File: src/rtl/dpa_pkg.sv
// dpa_pkg: shared encodings for the picture scale engine
package dpa_pkg;
  localparam logic [2:0] SIZE_HALF = 3'b001;
  localparam logic [2:0] SIZE_FULL = 3'b010;
  localparam logic [2:0] SIZE_DBL = 3'b100;
  typedef enum logic [2:0] {IDLE, RD, ACC, WR, FIN} state_t;
  typedef enum logic [1:0] {MODE_COPY, MODE_UP, MODE_DOWN} mode_t;
endpackage

File: src/rtl/pic_scale_engine_if.sv
// pic_scale_engine_if: single-port pixel memory bus
interface pic_scale_engine_if #(parameter int ADDR_W = 20, parameter int PIX_W = 24);
  logic [ADDR_W-1:0] im_a;
  logic [PIX_W-1:0] im_q;
  logic [PIX_W-1:0] im_d;
  logic im_wen;
  modport master(output im_a, output im_d, output im_wen, input im_q);
  modport slave(input im_a, input im_d, input im_wen, output im_q);
endinterface

File: src/rtl/pix_avg4.sv
// pix_avg4: per-channel rounded mean of four pixels
module pix_avg4 #(parameter int PIX_W = 24) (
  input logic [PIX_W-1:0] a,
  input logic [PIX_W-1:0] b,
  input logic [PIX_W-1:0] c,
  input logic [PIX_W-1:0] d,
  output logic [PIX_W-1:0] y
);
  localparam int CW = PIX_W / 3;
  // two extra sum bits hold four maxed channels plus the rounding term
  for (genvar i = 0; i < 3; i++) begin : g_ch
    logic [CW+1:0] s;
    assign s = {2'b0, a[i*CW+:CW]} + {2'b0, b[i*CW+:CW]} + {2'b0, c[i*CW+:CW]}
             + {2'b0, d[i*CW+:CW]} + (CW+2)'(2);
    assign y[i*CW+:CW] = s[CW+1:2];
  end
endmodule

File: src/rtl/pic_scale_engine.sv
// pic_scale_engine: copies, 2x upscales or 2x downscales a picture into one framebuffer field
module pic_scale_engine import dpa_pkg::*; #(
  parameter int FB_W = 256,
  parameter int ADDR_W = 20,
  parameter int PIX_W = 24
) (
  input logic clk,
  input logic reset,
  input logic start,
  input logic abort,
  input logic [2:0] pic_size,
  input logic phase,
  input logic [ADDR_W-1:0] pic_base,
  input logic [ADDR_W-1:0] fb_base,
  pic_scale_engine_if.master mem,
  output logic busy,
  output logic done,
  output logic err
);
  localparam int LG = $clog2(FB_W);
  state_t state;
  mode_t mode;
  logic ph;
  logic [ADDR_W-1:0] pb, fb;
  logic [LG-1:0] c, j;
  logic [1:0] k;
  logic [PIX_W-1:0] p0, p1, p2, hold, avg;
  logic [ADDR_W-1:0] src_a, fb_a;
  logic last_col, last_row, size_ok;
  function automatic logic [ADDR_W-1:0] lin(input logic [ADDR_W-1:0] base, row, col, input int lg);
    return base + (row << lg) + col;
  endfunction
  // c walks output columns (source columns when upscaling), j walks field rows; k sub-steps a pixel
  always_comb begin
    last_col = c == (mode == MODE_UP ? LG'(FB_W / 2 - 1) : LG'(FB_W - 1));
    last_row = j == LG'(FB_W / 2 - 1);
    size_ok = pic_size == SIZE_HALF || pic_size == SIZE_FULL || pic_size == SIZE_DBL;
    src_a = mode == MODE_DOWN ? lin(pb, ADDR_W'({j, ph, k[1]}), ADDR_W'({c, k[0]}), LG + 1)
          : mode == MODE_UP ? lin(pb, ADDR_W'(j), ADDR_W'(c), LG - 1)
          : lin(pb, ADDR_W'({j, ph}), ADDR_W'(c), LG);
    fb_a = lin(fb, ADDR_W'({j, ph}), mode == MODE_UP ? ADDR_W'({c, k[0]}) : ADDR_W'(c), LG);
  end
  pix_avg4 #(.PIX_W(PIX_W)) u_avg (.a(p0), .b(p1), .c(p2), .d(mem.im_q), .y(avg));
  assign mem.im_a = (state == RD || state == ACC) ? src_a : state == WR ? fb_a : '0;
  assign mem.im_wen = state != WR;
  assign mem.im_d = state != WR ? '0 : mode == MODE_DOWN ? avg : (mode == MODE_UP && k[0]) ? hold : mem.im_q;
  // job sequencer: latches job inputs at start, steps counters, owns the status flags
  always_ff @(posedge clk or negedge reset)
    if (!reset) begin
      state <= IDLE;
      mode <= MODE_COPY;
      ph <= 1'b0;
      pb <= '0;
      fb <= '0;
      c <= '0;
      j <= '0;
      k <= '0;
      p0 <= '0;
      p1 <= '0;
      p2 <= '0;
      hold <= '0;
      busy <= 1'b0;
      done <= 1'b0;
      err <= 1'b0;
    end else if (abort) begin
      state <= IDLE;
      k <= '0;
      busy <= 1'b0;
      done <= 1'b0;
      err <= 1'b0;
    end else
      case (state)
        IDLE:
          if (start) begin
            state <= size_ok ? RD : FIN;
            busy <= size_ok;
            done <= !size_ok;
            err <= !size_ok;
            mode <= pic_size == SIZE_HALF ? MODE_UP : pic_size == SIZE_DBL ? MODE_DOWN : MODE_COPY;
            ph <= phase;
            pb <= pic_base;
            fb <= fb_base;
            c <= '0;
            j <= '0;
            k <= '0;
          end
        RD: begin
          state <= mode == MODE_DOWN ? ACC : WR;
          k <= mode == MODE_DOWN ? 2'd1 : 2'd0;
        end
        ACC: begin
          p0 <= k == 2'd1 ? mem.im_q : p0;
          p1 <= k == 2'd2 ? mem.im_q : p1;
          p2 <= k == 2'd3 ? mem.im_q : p2;
          state <= k == 2'd3 ? WR : ACC;
          k <= k + 2'd1;
        end
        WR:
          if (mode == MODE_UP && !k[0]) begin
            hold <= mem.im_q;
            k <= 2'd1;
          end else begin
            k <= '0;
            c <= last_col ? '0 : c + LG'(1);
            j <= last_col ? j + LG'(1) : j;
            state <= (last_col && last_row) ? FIN : RD;
            busy <= !(last_col && last_row);
            done <= last_col && last_row;
          end
        FIN: begin
          state <= IDLE;
          done <= 1'b0;
          err <= 1'b0;
        end
        default: state <= IDLE;
      endcase
endmodule
File: src/flat_wrapper.sv
// flat-port wrapper written by rule: the top's interface ports become plain ports
module pic_scale_engine_flat import dpa_pkg::*;
#(
  parameter int FB_W = 256,
  parameter int ADDR_W = 20,
  parameter int PIX_W = 24
)
  (clk, reset, start, abort, pic_size, phase, pic_base, fb_base, busy, done, err, mem_im_a, mem_im_d, mem_im_wen, mem_im_q);
  pic_scale_engine_if #(.ADDR_W(ADDR_W), .PIX_W(PIX_W)) mem_i ();
  input logic clk;
  input logic reset;
  input logic start;
  input logic abort;
  input logic [2:0] pic_size;
  input logic phase;
  input logic [ADDR_W-1:0] pic_base;
  input logic [ADDR_W-1:0] fb_base;
  output logic busy;
  output logic done;
  output logic err;
  output wire logic [$bits(mem_i.im_a)-1:0] mem_im_a;
  output wire logic [$bits(mem_i.im_d)-1:0] mem_im_d;
  output wire logic [$bits(mem_i.im_wen)-1:0] mem_im_wen;
  input wire logic [$bits(mem_i.im_q)-1:0] mem_im_q;
  assign mem_im_a = mem_i.im_a;
  assign mem_im_d = mem_i.im_d;
  assign mem_im_wen = mem_i.im_wen;
  assign mem_i.im_q = mem_im_q;
  pic_scale_engine #(.FB_W(FB_W), .ADDR_W(ADDR_W), .PIX_W(PIX_W)) u_core (.clk(clk), .reset(reset), .start(start), .abort(abort), .pic_size(pic_size), .phase(phase), .pic_base(pic_base), .fb_base(fb_base), .mem(mem_i), .busy(busy), .done(done), .err(err));
endmodule
File: config.mk
export PLATFORM = sky130hd
export DESIGN_NAME = pic_scale_engine_flat
export DESIGN_NICKNAME = d
export VERILOG_FILES = /design/src/rtl/dpa_pkg.sv /design/src/rtl/pic_scale_engine_if.sv /design/src/rtl/pix_avg4.sv /design/src/rtl/pic_scale_engine.sv /design/src/flat_wrapper.sv
export SDC_FILE = /design/constraint.sdc
export NUM_CORES = 1
export LEC_CHECK = 0
export CAP_MARGIN = 25
export CORE_ASPECT_RATIO = 0.9
export CORE_MARGIN = 1
export CORE_UTILIZATION = 30
export DETAILED_ROUTE_END_ITERATION = 10
export MAX_ROUTING_LAYER = met4
export PLACE_DENSITY = 0.51
export REMOVE_ABC_BUFFERS = 1
export SLEW_MARGIN = 0
export SYNTH_ARGS = -nofsm -noshare
export SYNTH_HDL_FRONTEND = slang
export SYNTH_HIERARCHICAL = 1
export SYNTH_SLANG_ARGS = --single-unit
File: constraint.sdc
create_clock -name clk -period 9 [get_ports clk]
set_input_delay 0.9 -clock clk [delete_from_list [all_inputs] [get_ports clk]]
set_output_delay 0.9 -clock clk [all_outputs]
set_load 0.03 [all_outputs]
# After elaboration in Yosys (flattened, before gate mapping)
# Cells that the tools add are included.
# totals
ff_bits,163
input_bits,72
output_inout_bits,48
# op_classes
n_mux,41
n_addsub,23
n_eq_ne,20
n_bitwise,1
n_reduce_logical,27
# ops
cell,count
20-bit two-way mux,4
24-bit two-way mux,3
8-bit two-way mux,6
10-bit by 8-bit adder with 10-bit output,4
20-bit by 17-bit adder with 20-bit output,2
20-bit by 8-bit adder with 20-bit output,2
8-bit one-hot mux with 2 select lines,2
10-bit by 2-bit adder with 10-bit output (second input constant),3
8-bit by 8-bit adder with 9-bit output,3
3-bit AND reduction,7
20-bit by 15-bit adder with 20-bit output,1
20-bit by 19-bit adder with 20-bit output,1
20-bit adder,1
20-bit by 9-bit adder with 20-bit output,1
9-bit by 8-bit adder with 10-bit output,2
8-bit by 1-bit adder with 8-bit output (second input constant),2
3-bit two-way mux,5
3-bit one-hot mux with 4 select lines,1
1-bit two-way mux,11
3-bit by 2-bit equality test with 1-bit output (second input constant),3
9-bit two-way mux,1
8-bit by 7-bit equality test with 1-bit output (second input constant),1
8-bit equality test,1
2-bit two-way mux,4
24 further kinds,41

# Depth between registers and ports, before layout
# Gate-level depths: netlist of the first run.
# logic_depth
ltp_word,8
ltp_mapped,18
depth_no_buf,15

# Hierarchy
# Netlist of the first run, hierarchy kept.
# modules_own_cells
module,area_per_inst_um2,n_inst,cells_per_inst
pic_scale_engine,11375.9,1,1210
pix_avg4,2282.2,1,269

# Worst setup path after synthesis of the first run
# Ideal clock, no wire load.
# synth_timing
path_type,reg2out
from,register u_core.mode[0]
to,output mem_im_a[17]
t_required_ps,8100
stages_incl_launch_ff,18
path_slack_ps,4048
t_arrival_ps,4052
cell_sequence,dfrtp_1 buf_2 inv_2 nor2_1 clkbuf_1 nand2_1 buf_2 nand2_1 ha_1 ha_1 fa_1 a211oi_1 o21ai_1 o211ai_1 a211oi_1 o31ai_1 xor2_1 o22ai_1
# synth_via
elab_chain_len,5
# synth_rtl
element,line_no,source
start: declaration,pic_scale_engine.sv:22,mode_t mode;
start signal: assignment,pic_scale_engine.sv:79,mode <= pic_size == SIZE_HALF ? MODE_UP : pic_size == SIZE_DBL ? MODE_DOWN : MODE_COPY;
2-bit by 1-bit equality test with 1-bit output,"pic_scale_engine.sv:39, pic_scale_engine.sv:41",
9-bit two-way mux,pic_scale_engine.sv:41,"fb_a = lin(fb, ADDR_W'({j, ph}), mode == MODE_UP ? ADDR_W'({c, k[0]}) : ADDR_W'(c), LG);"
20-bit adder,pic_scale_engine.sv:31,return base + (row << lg) + col;
20-bit two-way mux,pic_scale_engine.sv:44,assign mem.im_a = (state == RD || state == ACC) ? src_a : state == WR ? fb_a : '0;
20-bit two-way mux (*),pic_scale_engine.sv:44,
end: declaration,flat_wrapper.sv:21,output wire logic [$bits(mem_i.im_a)-1:0] mem_im_a;
# Mark *: on every way between the ends. The rest lies on a longest branch, timed or not.

# Worst setup path in the final report of the first run
# layout_timing
from,register u_core.mode[1]
to,output mem_im_a[17]
# The elaborated chain is that of the path after synthesis.

==> metrics.yaml, run 1 <==
timing:
  setup_viol: 0
  setup-tns-final_ps: 0
  setup_repair_after_global_routing_missed_its_margin: "no"
  timing.hold.ws_ps: 331
  relSlewSlack_pct: 32.1
  report.final.slew_viol_count: 0
  fmax_ghz: 0.148
  finalWorstPathRequiredPeriod_ps: 6750
  worst_slew_pin_slew_ps: 1020
  finalHoldViolations: 0
  min_period_over_period_pct: 75.0
  final.setup_skew_ps: 15.2
synthesis:
  synth.lib_cells_used.distinct: 81
  synth_enable_flop_cells: 0
  synthesis.area_mm2: 0.0137
  synth.avg_cell_area_um2: 9.23
  yosysWarningCount: 6
  synthesis.instances: 1479
  asyncSetResetFlopFracSynth_pct: 100
  synth.ff_latch_count: 163
  ys_dominant_reg_cell: "sky130_fd_sc_hd__dfrtp_1"
  seq_area_frac_synth_pct: 29.9
floorplan:
  floorplan.die.height_um: 204
  ioPinCount: 120
  fp.dieArea_mm2: 0.0464
  start_util_pct: 30.6
  row_count: 73
  floorplan.core_area_mm2: 0.0446
  dieWidth_um: 227
setup_path:
  arrival_ps: 5850
  critical_path.startpoint_type: "register"
  cp.required_ps: 8100
  setup.worst_path.end_class: "output pin"
  worst_setup_path_startpoint: "u_core/mode[1]"
  path_max_fanout: 26
  crit_path_kind: "reg2out"
  reg_to_reg_startpoint: "u_core/mode[1]"
cts:
  ctsResizeCount: 0
  tritoncts.num_buffers: 17
  tritoncts: "yes"
  worst_setup_hold_path_clk_slew_ps: 70
  htreeDepth: 4
  holdBufCountCts: 0
  clk_path_buf_depth: 2
  clockRootBuffer: "sky130_fd_sc_hd__clkbuf_16"
  tritoncts_num_sinks: 163
  clock_latency_ps: 460
  postCtsSetupBuffers: 0
drt:
  viasPerCell: 5.00
  detail_route.drc_violations: 0
  detail_route.wl_per_cell_um: 17.3
  wl_um: 37900
  drtAntennaViolNets: 0
  number_of_iterations_in_the_first_detailed_routing_pass: 5
  dr.first_iter.drc_count: 744
  via_count: 10985
pwr:
  power_per_cell_area_mw_per_mm2: 203
  comb_power_share_pct: 45.9
  int_pwr_mw: 1.92
  power.static_leakage_nw: 7.93
  ir_drop_mv: 0.146
  power_switching_share_pct: 41.4
  total_power_mw: 3.28
  switchingPower_mw: 1.36
  share_seq_of_total_power_pct: 30.9
  clock_power_share_pct: 23.2
grt:
  vias_in_the_first_global_route: 11050
  grt_start_max_net_pins: 72
  antenna_violations_before_repair: 0
  grt_first_pass_wirelength_um: 61000
  gr-usage-all-layers_pct: 17.5
  globalRouteOverflowTotal: 0
finish:
  layout.filler_cells: 4604
  fraction_of_layout_instances_using_a_drive_strength_above_1_pct: 11.1
  fin_nets: 1837
  antenna_diode_instance_count: 0
  syn_to_final_growth_pct: 18.3
place:
  gpl.final_weighted_congestion: 0.910
  dp_hpwl_um: 28000
  buffer_ports.inserted: 119
status:
  run_status: "completed"
job:
  drv_cap: 0
worst_hold_path:
  worst_hold_path_type: "in2async"
## path summary, 6_finish.rpt
check                                      to  slack, ps  cells past startpoint
max in group asynchronous       u_core/p2[16]       7080                      3
worst max register to register    u_core/j[4]       5900                      9
worst min-delay path             u_core/pb[3]        330                      1
min in group clk                u_core/fb[16]        490                      2
worst max-delay path             mem_im_a[17]       2250                     15
worst min register to register  u_core/fb[16]        490                      2
## power by group through the flow
stage / clock (mW) / sequential (mW) / combinational, mW
CTS: 0.794 / 1.02 / 1.51
floorplan: 0 / 0.973 / 1.10
finish: 0.761 / 1.02 / 1.51
global placement: 0 / 1.03 / 1.49
global route: 0.824 / 1.03 / 1.69
detailed placement: 0 / 1.03 / 1.50
## logic make-up (layout without fill, tap and decap cells)
kind of cell,count (synthesis),in the layout,synth area share [%]
flip-flops,163,163,29.9
AND/OR/NAND/NOR,441,441,14.7
XOR/XNOR,82,82,5.26
adder cells (fa/ha/maj),180,180,19.1
multiplexers,129,129,10.4
AO/OA/AOI/OAI,332,332,16.4
buffers and inverters,152,271,4.28
## critical path: stages (launching register included)
cell,delay [ps]
sky130_fd_sc_hd__dfrtp_1,720
sky130_fd_sc_hd__nor2_1,80
sky130_fd_sc_hd__buf_4,220
sky130_fd_sc_hd__nand2_2,740
sky130_fd_sc_hd__nand2_1,130
sky130_fd_sc_hd__ha_1,240
sky130_fd_sc_hd__ha_1,220
sky130_fd_sc_hd__fa_1,430
sky130_fd_sc_hd__a211oi_1,270
sky130_fd_sc_hd__o21ai_1,170
sky130_fd_sc_hd__o211ai_1,400
sky130_fd_sc_hd__a211oi_1,180
sky130_fd_sc_hd__o31ai_1,480
sky130_fd_sc_hd__xor2_1,160
sky130_fd_sc_hd__o22ai_1,220
sky130_fd_sc_hd__clkdlybuf4s50_1,720
## placed cells by master (no fill, tap or decap), types with 5 or more instances in the layout
cell type and count:
sky130_fd_sc_hd__inv_1 101, sky130_fd_sc_hd__mux2i_1 31, sky130_fd_sc_hd__nand2b_1 13, sky130_fd_sc_hd__fa_1 48, sky130_fd_sc_hd__o21ai_1 6, sky130_fd_sc_hd__or4_1 5
sky130_fd_sc_hd__a21o_1 33, sky130_fd_sc_hd__ha_1 132, sky130_fd_sc_hd__nand3b_1 5, sky130_fd_sc_hd__o22ai_1 14, sky130_fd_sc_hd__nand2_1 200, sky130_fd_sc_hd__o211ai_1 15
sky130_fd_sc_hd__o21bai_1 7, sky130_fd_sc_hd__clkdlybuf4s50_1 118, sky130_fd_sc_hd__clkbuf_16 17, sky130_fd_sc_hd__or3_1 9, sky130_fd_sc_hd__nand4_1 8, sky130_fd_sc_hd__o21a_1 13
sky130_fd_sc_hd__a21oi_1 67, sky130_fd_sc_hd__nor3_1 26, sky130_fd_sc_hd__a211oi_1 46, sky130_fd_sc_hd__a31oi_1 12, sky130_fd_sc_hd__buf_4 15, sky130_fd_sc_hd__nand3_1 19
sky130_fd_sc_hd__a21boi_0 5, sky130_fd_sc_hd__and3_1 11, sky130_fd_sc_hd__a211o_1 5, sky130_fd_sc_hd__mux2_2 97, sky130_fd_sc_hd__nor2_1 109, sky130_fd_sc_hd__o21ai_0 61
sky130_fd_sc_hd__xnor2_1 50, sky130_fd_sc_hd__o31ai_1 7, sky130_fd_sc_hd__nor2b_1 6, sky130_fd_sc_hd__xor2_1 32, sky130_fd_sc_hd__dfrtp_1 163
## state kept, by name (all words and copies together), names as in the netlist
name,flops
u_core/hold,24
u_core/p0,24
u_core/p1,24
u_core/p2,24
u_core/fb,20
u_core/pb,20
u_core/c,8
u_core/j,8
u_core/state,3
u_core/k,2
u_core/mode,2
u_core/busy,1
u_core/done,1
u_core/err,1
u_core/ph,1
## layout make-up
type | instances | area, um2 | area share, %
well taps | 600 | 751 | 4.65
flip-flops and latches | 163 | 4080 | 25.2
clock buffers | 19 | 453 | 2.80
multi-input cells | 1164 | 9000 | 55.7
repair buffers | 135 | 1330 | 8.25
clock inverters | 13 | 149 | 0.921
inverters | 104 | 390 | 2.42
## cells in the mapped netlist, drive strengths merged (32+ instances only)
cell    instances  share of area (%)
a211oi         46                2.5
a21o           34                1.9
a21oi          68                2.5
clkbuf         39                1.1
dfrtp         163                 30
fa             48                7.0
ha            132                 12
inv           103                2.8
mux2           98                8.1
nand2         202                5.6
nor2          110                3.0
o21ai          68                2.5
xnor2          50                3.2
xor2           32                2.1
## layer usage
metal	wire length [um]	global-route usage, %	vias up
li1	-	-	5460
met1	19800	25.1	5307
met2	16100	25.5	192
met3	1580	3.19	26
met4	412	3.76	0
met5	0	-	-
## through the flow
stage               util [%]  instance area, um2  cells  setup WS [ps]
global route            36.3               16200   2198           1900
CTS                     36.2               16100   2197           2210
detailed placement      34.8               15500   2165           2740
finish                  36.3               16200   2198           2250
floorplan                  -               13500   1431           3790
global placement        34.8               15500   2164           2760
No activity file was read; power rests on OpenSTA's default activity.
==> inputs of run 2 (changes only) <==
--- a/config.mk
+++ b/config.mk
@@ -11,7 +11,7 @@
 export CORE_UTILIZATION = 30
 export DETAILED_ROUTE_END_ITERATION = 10
 export MAX_ROUTING_LAYER = met4
-export PLACE_DENSITY = 0.51
+export PLACE_DENSITY = 0.53
 export REMOVE_ABC_BUFFERS = 1
 export SLEW_MARGIN = 0
 export SYNTH_ARGS = -nofsm -noshare
==> constraint.sdc (replaced) <==
create_clock -name clk -period 5.9 [get_ports clk]
set_input_delay 0.59 -clock clk [delete_from_list [all_inputs] [get_ports clk]]
set_output_delay 0.59 -clock clk [all_outputs]
set_load 0.03 [all_outputs]
==> run 2 against run 1 <==
Critical path depth is the same. Core utilization shrank 0.053 points. Design area is 0.15% lower. Flip-flop and latch count did not move. Via count up 0.89%. Combinational power up 52%. Highest routed layer unchanged. Wire length grew 0.24%. Hold slack got worse by 200 ps. Non-clock buffer count is the same.
==> metrics.yaml, run 2 (synthesis gave the netlist of run 1 again) <==
floorplan:
  row_count: 73  # unchanged
  ioPinCount: 120  # unchanged
  floorplan.core_area_mm2: 0.0446  # unchanged
  start_util_pct: 30.6  # unchanged
  fp.dieArea_mm2: 0.0464  # unchanged
  floorplan.die.height_um: 204  # unchanged
  dieWidth_um: 227  # unchanged
setup_path:
  cp.required_ps: 5310  # -2790 ps
  cpPeakStageDelay_ps: 700  # -40 ps
  path_delay_family: "compound AO/OA/AOI/OAI gates"
  crit_buf_inv: 2  # unchanged
  setup.worst_path.end_class: "output pin"
  critical_path.startpoint_type: "register"
  arrival_ps: 4910  # -940 ps
  cp_cell_sequence: "inv_2, nor2_1, nand2_1, o21ai_0, ha_1, ha_1, fa_1, a211oi_1, o21ai_1, o211ai_1, a211oi_1, o31ai_2, xor2_1, o22ai_1, clkdlybuf4s50_1"
  crit_path_kind: "reg2out"
  path_max_fanout: 10  # -62%
  crit_slowest_cell: "sky130_fd_sc_hd__clkdlybuf4s50_1"
place:
  buffer_ports.inserted: 119  # unchanged
  numPlacedInstances: 2166  # +0.046%
  dp_hpwl_um: 28100  # +0.59%
  gpl.final_weighted_congestion: 0.904  # -0.71%
finish:
  postLayoutCoreUtil_pct: 36.2  # -0.053 points
  antenna_diode_instance_count: 0  # unchanged
  fraction_of_layout_instances_using_a_drive_strength_above_1_pct: 11.4  # +0.25 points
  mostFrequentLayoutCells: "sky130_fd_sc_hd__nand2_1 (200), sky130_fd_sc_hd__dfrtp_1 (162), sky130_fd_sc_hd__ha_1 (132), sky130_fd_sc_hd__clkdlybuf4s50_1 (117), sky130_fd_sc_hd__nor2_1 (109)"
  multi_input_comb_area_mm2: 0.00902  # +0.17%
  fin_nets: 1837  # unchanged
  layout.cells.non_filler: 2198  # unchanged
  final-seq-area_mm2: 0.00408  # about the same
  layout_commonest_cell: "sky130_fd_sc_hd__nand2_1"
  syn_to_final_growth_pct: 18.1
  layout.filler_cells: 4580  # -0.52%
cts:
  htreeDepth: 4  # unchanged
  tritoncts.num_buffers: 17  # unchanged
  worst_setup_hold_path_clk_slew_ps: 70  # about the same
  ctsResizeCount: 0  # unchanged
  clk_path_buf_depth: 2  # unchanged
  holdBufCountCts: 0  # unchanged
  clock_latency_ps: 450  # about the same
  tritoncts: "yes"
  clockRootBuffer: "sky130_fd_sc_hd__clkbuf_16"
  tritoncts_num_sinks: 163  # unchanged
  postCtsSetupBuffers: 0  # unchanged
grt:
  antenna_violations_before_repair: 0  # unchanged
  vias_in_the_first_global_route: 10940  # -1.0%
  grt_start_max_net_pins: 61  # -15%
  globalRouteOverflowTotal: 0  # unchanged
  grt_first_pass_wirelength_um: 61100  # +0.24%
  gr-usage-all-layers_pct: 17.5  # about the same
job:
  drv_cap: 0  # unchanged
drt:
  m1WireLength_um: 19700  # -0.45%
  drtAntennaViolNets: 0  # unchanged
  wl_met2_um: 16400  # +1.4%
  number_of_iterations_in_the_first_detailed_routing_pass: 5  # unchanged
  detail_route.drc_violations: 0  # unchanged
  wl_met3_um: 1440  # -8.6%
  wl_um: 38000  # +0.24%
  top_layer_used: "met4"
  dr.first_iter.drc_count: 740  # -0.54%
  viasPerCell: 5.04  # +0.89%
  detail_route.wl_per_cell_um: 17.3  # +0.24%
  via_count: 11083  # +0.89%
pwr:
  comb_power_share_pct: 46.3  # +0.4 points
  power.static_leakage_nw: 7.91  # -0.27%
  int_pwr_mw: 2.88  # +50%
  power_per_cell_area_mw_per_mm2: 308  # +52%
  share_seq_of_total_power_pct: 31.2  # +0.3 points
  ir_drop_mv: 0.193  # +32%
  clock_power_share_pct: 22.6  # -0.6 points
  power_switching_share_pct: 42.2  # +0.75 points
  switchingPower_mw: 2.10  # +54%
timing:
  finalWorstPathRequiredPeriod_ps: 5500
  final.setup_skew_ps: 10.9  # -4.27 ps
  worst_slew_pin_slew_ps: 950  # -64.9 ps
  fmax_ghz: 0.182
  setup_viol: 0  # unchanged
  report.final.slew_viol_count: 0  # unchanged
  setup-tns-final_ps: 0  # unchanged
  min_period_over_period_pct: 93.2
  timing.hold.ws_ps: 135  # -196 ps
  finalHoldViolations: 0  # unchanged
  relSlewSlack_pct: 36.0  # +3.9 points
  setup_repair_after_global_routing_missed_its_margin: "no"
status:
  run_status: "completed"
worst_hold_path:
  worst_hold_path_type: "in2async"
-- run 2: worst paths after layout --
kind                            startpoint              end  slack, ps  depth (start not counted)
max in group asynchronous            reset    u_core/p1[18]       4530                          2
max                         u_core/mode[0]     mem_im_a[17]        400                         15
min reg2reg                  u_core/fb[15]    u_core/fb[15]        490                          2
min in group clk             u_core/fb[15]    u_core/fb[15]        490                          2
min                                  reset     u_core/pb[3]        130                          1
max reg2reg                u_core/state[2]  u_core/hold[23]       2750                          8
-- run 2: power by group through the flow --
stage / registers, mW / clock network, mW / logic, mW
6_report: 1.55 / 1.12 / 2.30
5_1_grt: 1.58 / 1.21 / 2.60
4_1_cts: 1.55 / 1.17 / 2.30
2_1_floorplan: 1.48 / 0 / 1.68
3_3_place_gp: 1.57 / 0 / 2.26
3_5_place_dp: 1.57 / 0 / 2.29
-- run 2: stage by stage --
step	setup WS, ps	power (mW)	cell area, um2
after global placement	720	3.82	15500
after detailed placement	542	3.86	15500
after CTS	30.9	5.02	16100
final	401	4.98	16100
after global routing	76.1	5.39	16100
after floorplan	1000	3.16	13500
-- run 2: area by class of cell --
class                   instances  area share (%)
repair buffers                135            8.20
inverters                     104            2.42
flip-flops and latches        163            25.3
well taps                     600            4.65
clock inverters                14           0.884
multi-input cells            1164            55.9
clock buffers                  18            2.66
-- run 2: layer usage --
layer / vias up / global-route usage, %
met1: 5380 / 25.4
met5: - / -
li1: 5453 / -
met4: 0 / 4.42
met2: 220 / 25.5
met3: 30 / 2.23
==> inputs of run 3 (changes only) <==
--- a/config.mk
+++ b/config.mk
@@ -7,7 +7,7 @@
 export LEC_CHECK = 0
 export CAP_MARGIN = 25
 export CORE_ASPECT_RATIO = 0.9
-export CORE_MARGIN = 1
+export CORE_MARGIN = 4
 export CORE_UTILIZATION = 30
 export DETAILED_ROUTE_END_ITERATION = 10
 export MAX_ROUTING_LAYER = met4
==> run 3 against run 2 <==
Combinational power hardly changed. Via count hardly changed. Design area barely moved. Clock power about the same. Clock skew barely moved. Global-route usage down 0.95 points.
==> metrics.yaml, run 3 (synthesis gave the netlist of run 1 again) <==
status:
  run_status: "completed"
finish:
  multi_input_comb_area_mm2: 0.00903  # about the same
  finish.instance_area_mm2: 0.0161  # about the same
  layout.cells.non_filler: 2196  # -0.091%
  layout.filler_cells: 4590  # +0.22%
  layout_commonest_cell: "sky130_fd_sc_hd__nand2_1"
  fraction_of_layout_instances_using_a_drive_strength_above_1_pct: 11.5  # +0.077 points
  mostFrequentLayoutCells: "sky130_fd_sc_hd__nand2_1 (197), sky130_fd_sc_hd__dfrtp_1 (162), sky130_fd_sc_hd__ha_1 (132), sky130_fd_sc_hd__clkdlybuf4s50_1 (117), sky130_fd_sc_hd__nor2_1 (109)"
  final-seq-area_mm2: 0.00408  # unchanged
  antenna_diode_instance_count: 0  # unchanged
  postLayoutCoreUtil_pct: 36.2  # about the same
  syn_to_final_growth_pct: 18.1  # about the same
  fin_nets: 1835  # -0.11%
drt:
  wl_um: 38400  # +0.87%
  detail_route.drc_violations: 0  # unchanged
  viasPerCell: 5.04  # about the same
  detail_route.wl_per_cell_um: 17.5  # +0.96%
  dr.first_iter.drc_count: 690  # -6.8%
  via_count: 11077  # -0.054%
  drtAntennaViolNets: 0  # unchanged
  number_of_iterations_in_the_first_detailed_routing_pass: 5  # unchanged
floorplan:
  start_util_pct: 30.6  # unchanged
  row_count: 73  # unchanged
  dieWidth_um: 233  # +2.6%
  floorplan.die.height_um: 210  # +2.9%
  floorplan.core_area_mm2: 0.0446  # unchanged
  fp.dieArea_mm2: 0.0490  # +5.7%
  ioPinCount: 120  # unchanged
timing:
  fmax_ghz: 0.181  # -0.38%
  setup_viol: 0  # unchanged
  timing.hold.ws_ps: 157  # +22.0 ps
  setup-tns-final_ps: 0  # unchanged
  finalHoldViolations: 0  # unchanged
  layout_setup_ws_ps: 380  # -21.2 ps
  worst_slew_pin_slew_ps: 998  # +47.5 ps
  finalWorstPathRequiredPeriod_ps: 5520  # +21.2 ps
  setup_repair_after_global_routing_missed_its_margin: "no"
  final.setup_skew_ps: 10.6  # -0.319 ps
  min_period_over_period_pct: 93.6  # +0.36 points
  relSlewSlack_pct: 32.8  # -3.2 points
  report.final.slew_viol_count: 0  # unchanged
cts:
  tritoncts_num_sinks: 163  # unchanged
  clk_path_buf_depth: 2  # unchanged
  worst_setup_hold_path_clk_slew_ps: 70  # about the same
  holdBufCountCts: 0  # unchanged
  clock_latency_ps: 470  # +20 ps
  htreeDepth: 4  # unchanged
  clockRootBuffer: "sky130_fd_sc_hd__clkbuf_16"
  tritoncts: "yes"
  tritoncts.num_buffers: 17  # unchanged
pwr:
  total_power_mw: 4.99  # +0.23%
  power.static_leakage_nw: 7.90  # about the same
  power_per_cell_area_mw_per_mm2: 309  # +0.25%
  ir_drop_mv: 0.212  # +9.5%
setup_path:
  worst_setup_path_startpoint: "u_core/mode[0]"
  path_max_fanout: 10  # unchanged
  crit_slowest_cell: "sky130_fd_sc_hd__clkdlybuf4s50_1"
  setup.worst_path.end_class: "output pin"
  arrival_ps: 4930  # +20 ps
  cpPeakStageDelay_ps: 740  # +40 ps
  reg_to_reg_startpoint: "u_core/state[2]"
  cp.required_ps: 5310  # about the same
  critical_path.startpoint_type: "register"
  crit_path_kind: "reg2out"
  cp_cell_sequence: "inv_2, nor2_1, buf_4, nand2_1, fa_1, inv_1, ha_1, o21a_1, nand2_1, o32ai_2, a211oi_1, nand4b_1, a21oi_1, xnor2_1, o32ai_2, clkdlybuf4s50_1"
place:
  numPlacedInstances: 2163  # -0.14%
  post_detailed_placement_cell_area_mm2: 0.0155  # about the same
  dp_hpwl_um: 28500  # +1.1%
  detailedPlace.worstSlack_ps: 541  # -0.497 ps
  buffer_ports.inserted: 119  # unchanged
  gpl.final_weighted_congestion: 0.897  # -0.71%
job:
  drv_cap: 0  # unchanged
grt:
  antenna_violations_before_repair: 0  # unchanged
  gr-usage-all-layers_pct: 16.6  # -0.95 points
  grt_start_max_net_pins: 88  # +44%
  grt_first_pass_wirelength_um: 62000  # +1.4%
  vias_in_the_first_global_route: 11157  # +2.0%
  globalRouteOverflowTotal: 0  # unchanged
worst_hold_path:
  worst_hold_path_type: "in2async"
==> run 3: changes by cell type in the layout (fill, tap and decap cells not counted) <==
cell                         delta
sky130_fd_sc_hd__buf_4          -2
sky130_fd_sc_hd__bufinv_16      +1
sky130_fd_sc_hd__clkbuf_8       +1
sky130_fd_sc_hd__clkinv_2       +3
sky130_fd_sc_hd__clkinv_4       -1
sky130_fd_sc_hd__clkinvlp_4     +2
sky130_fd_sc_hd__inv_6          -3
sky130_fd_sc_hd__inv_8          -3
sky130_fd_sc_hd__nand2_1        -3
sky130_fd_sc_hd__nand2_2        +3
==> run 3: critical path, delay by kind of cell (launching register included) <==
family          cells  cell delay, ps
compound gates      5            1130
flops               1             500
simple gates        4             690
xor+xnor            1             100
fa+ha+maj           2             830
buf+inv             4            1200
==> run 3: final timing paths <==
| check | slack (ps) | cells past startpoint | end |
|---|---|---|---|
| hold / removal | 160 | 1 | u_core/fb[0] |
| hold reg to reg | 490 | 2 | u_core/fb[12] |
| max in group asynchronous | 4450 | 2 | u_core/p0[13] |
| setup / recovery | 380 | 16 | mem_im_a[18] |
| setup reg to reg | 3120 | 7 | u_core/hold[9] |
| min in group clk | 490 | 2 | u_core/fb[12] |
==> run 3: what timing repair did <==
item,in CTS,in global routing
buffers inserted,0,1
pin swaps,0,1
setup endpoints to repair,1,4
gates resized for setup,1,3
gates cloned,0,0
==> run 3: area by class of cell <==
type                            instances  area share, %
Multi-Input combinational cell       1164           56.0
Sequential cell                       163           25.3
Timing Repair Buffer                  133           8.10
Tap cell                              600           4.65
Clock buffer                           19           2.75
Inverter                              104           2.42
Clock inverter                         13          0.830
==> run 3: report_power, final <==
group	leakage, nW	switching [mW]	internal (mW)
logic	5.43	1.34	0.970
registers	2.19	0.235	1.31
clock network	0.279	0.505	0.631
==> run 3: per-layer routing <==
layer	global-route usage (%)	vias to the layer above	share of wire, %
met5	-	-	0
met4	4.18	0	1.2
met3	3.15	27	3.9
met2	24.3	180	44
met1	23.7	5414	51
li1	-	5456	-
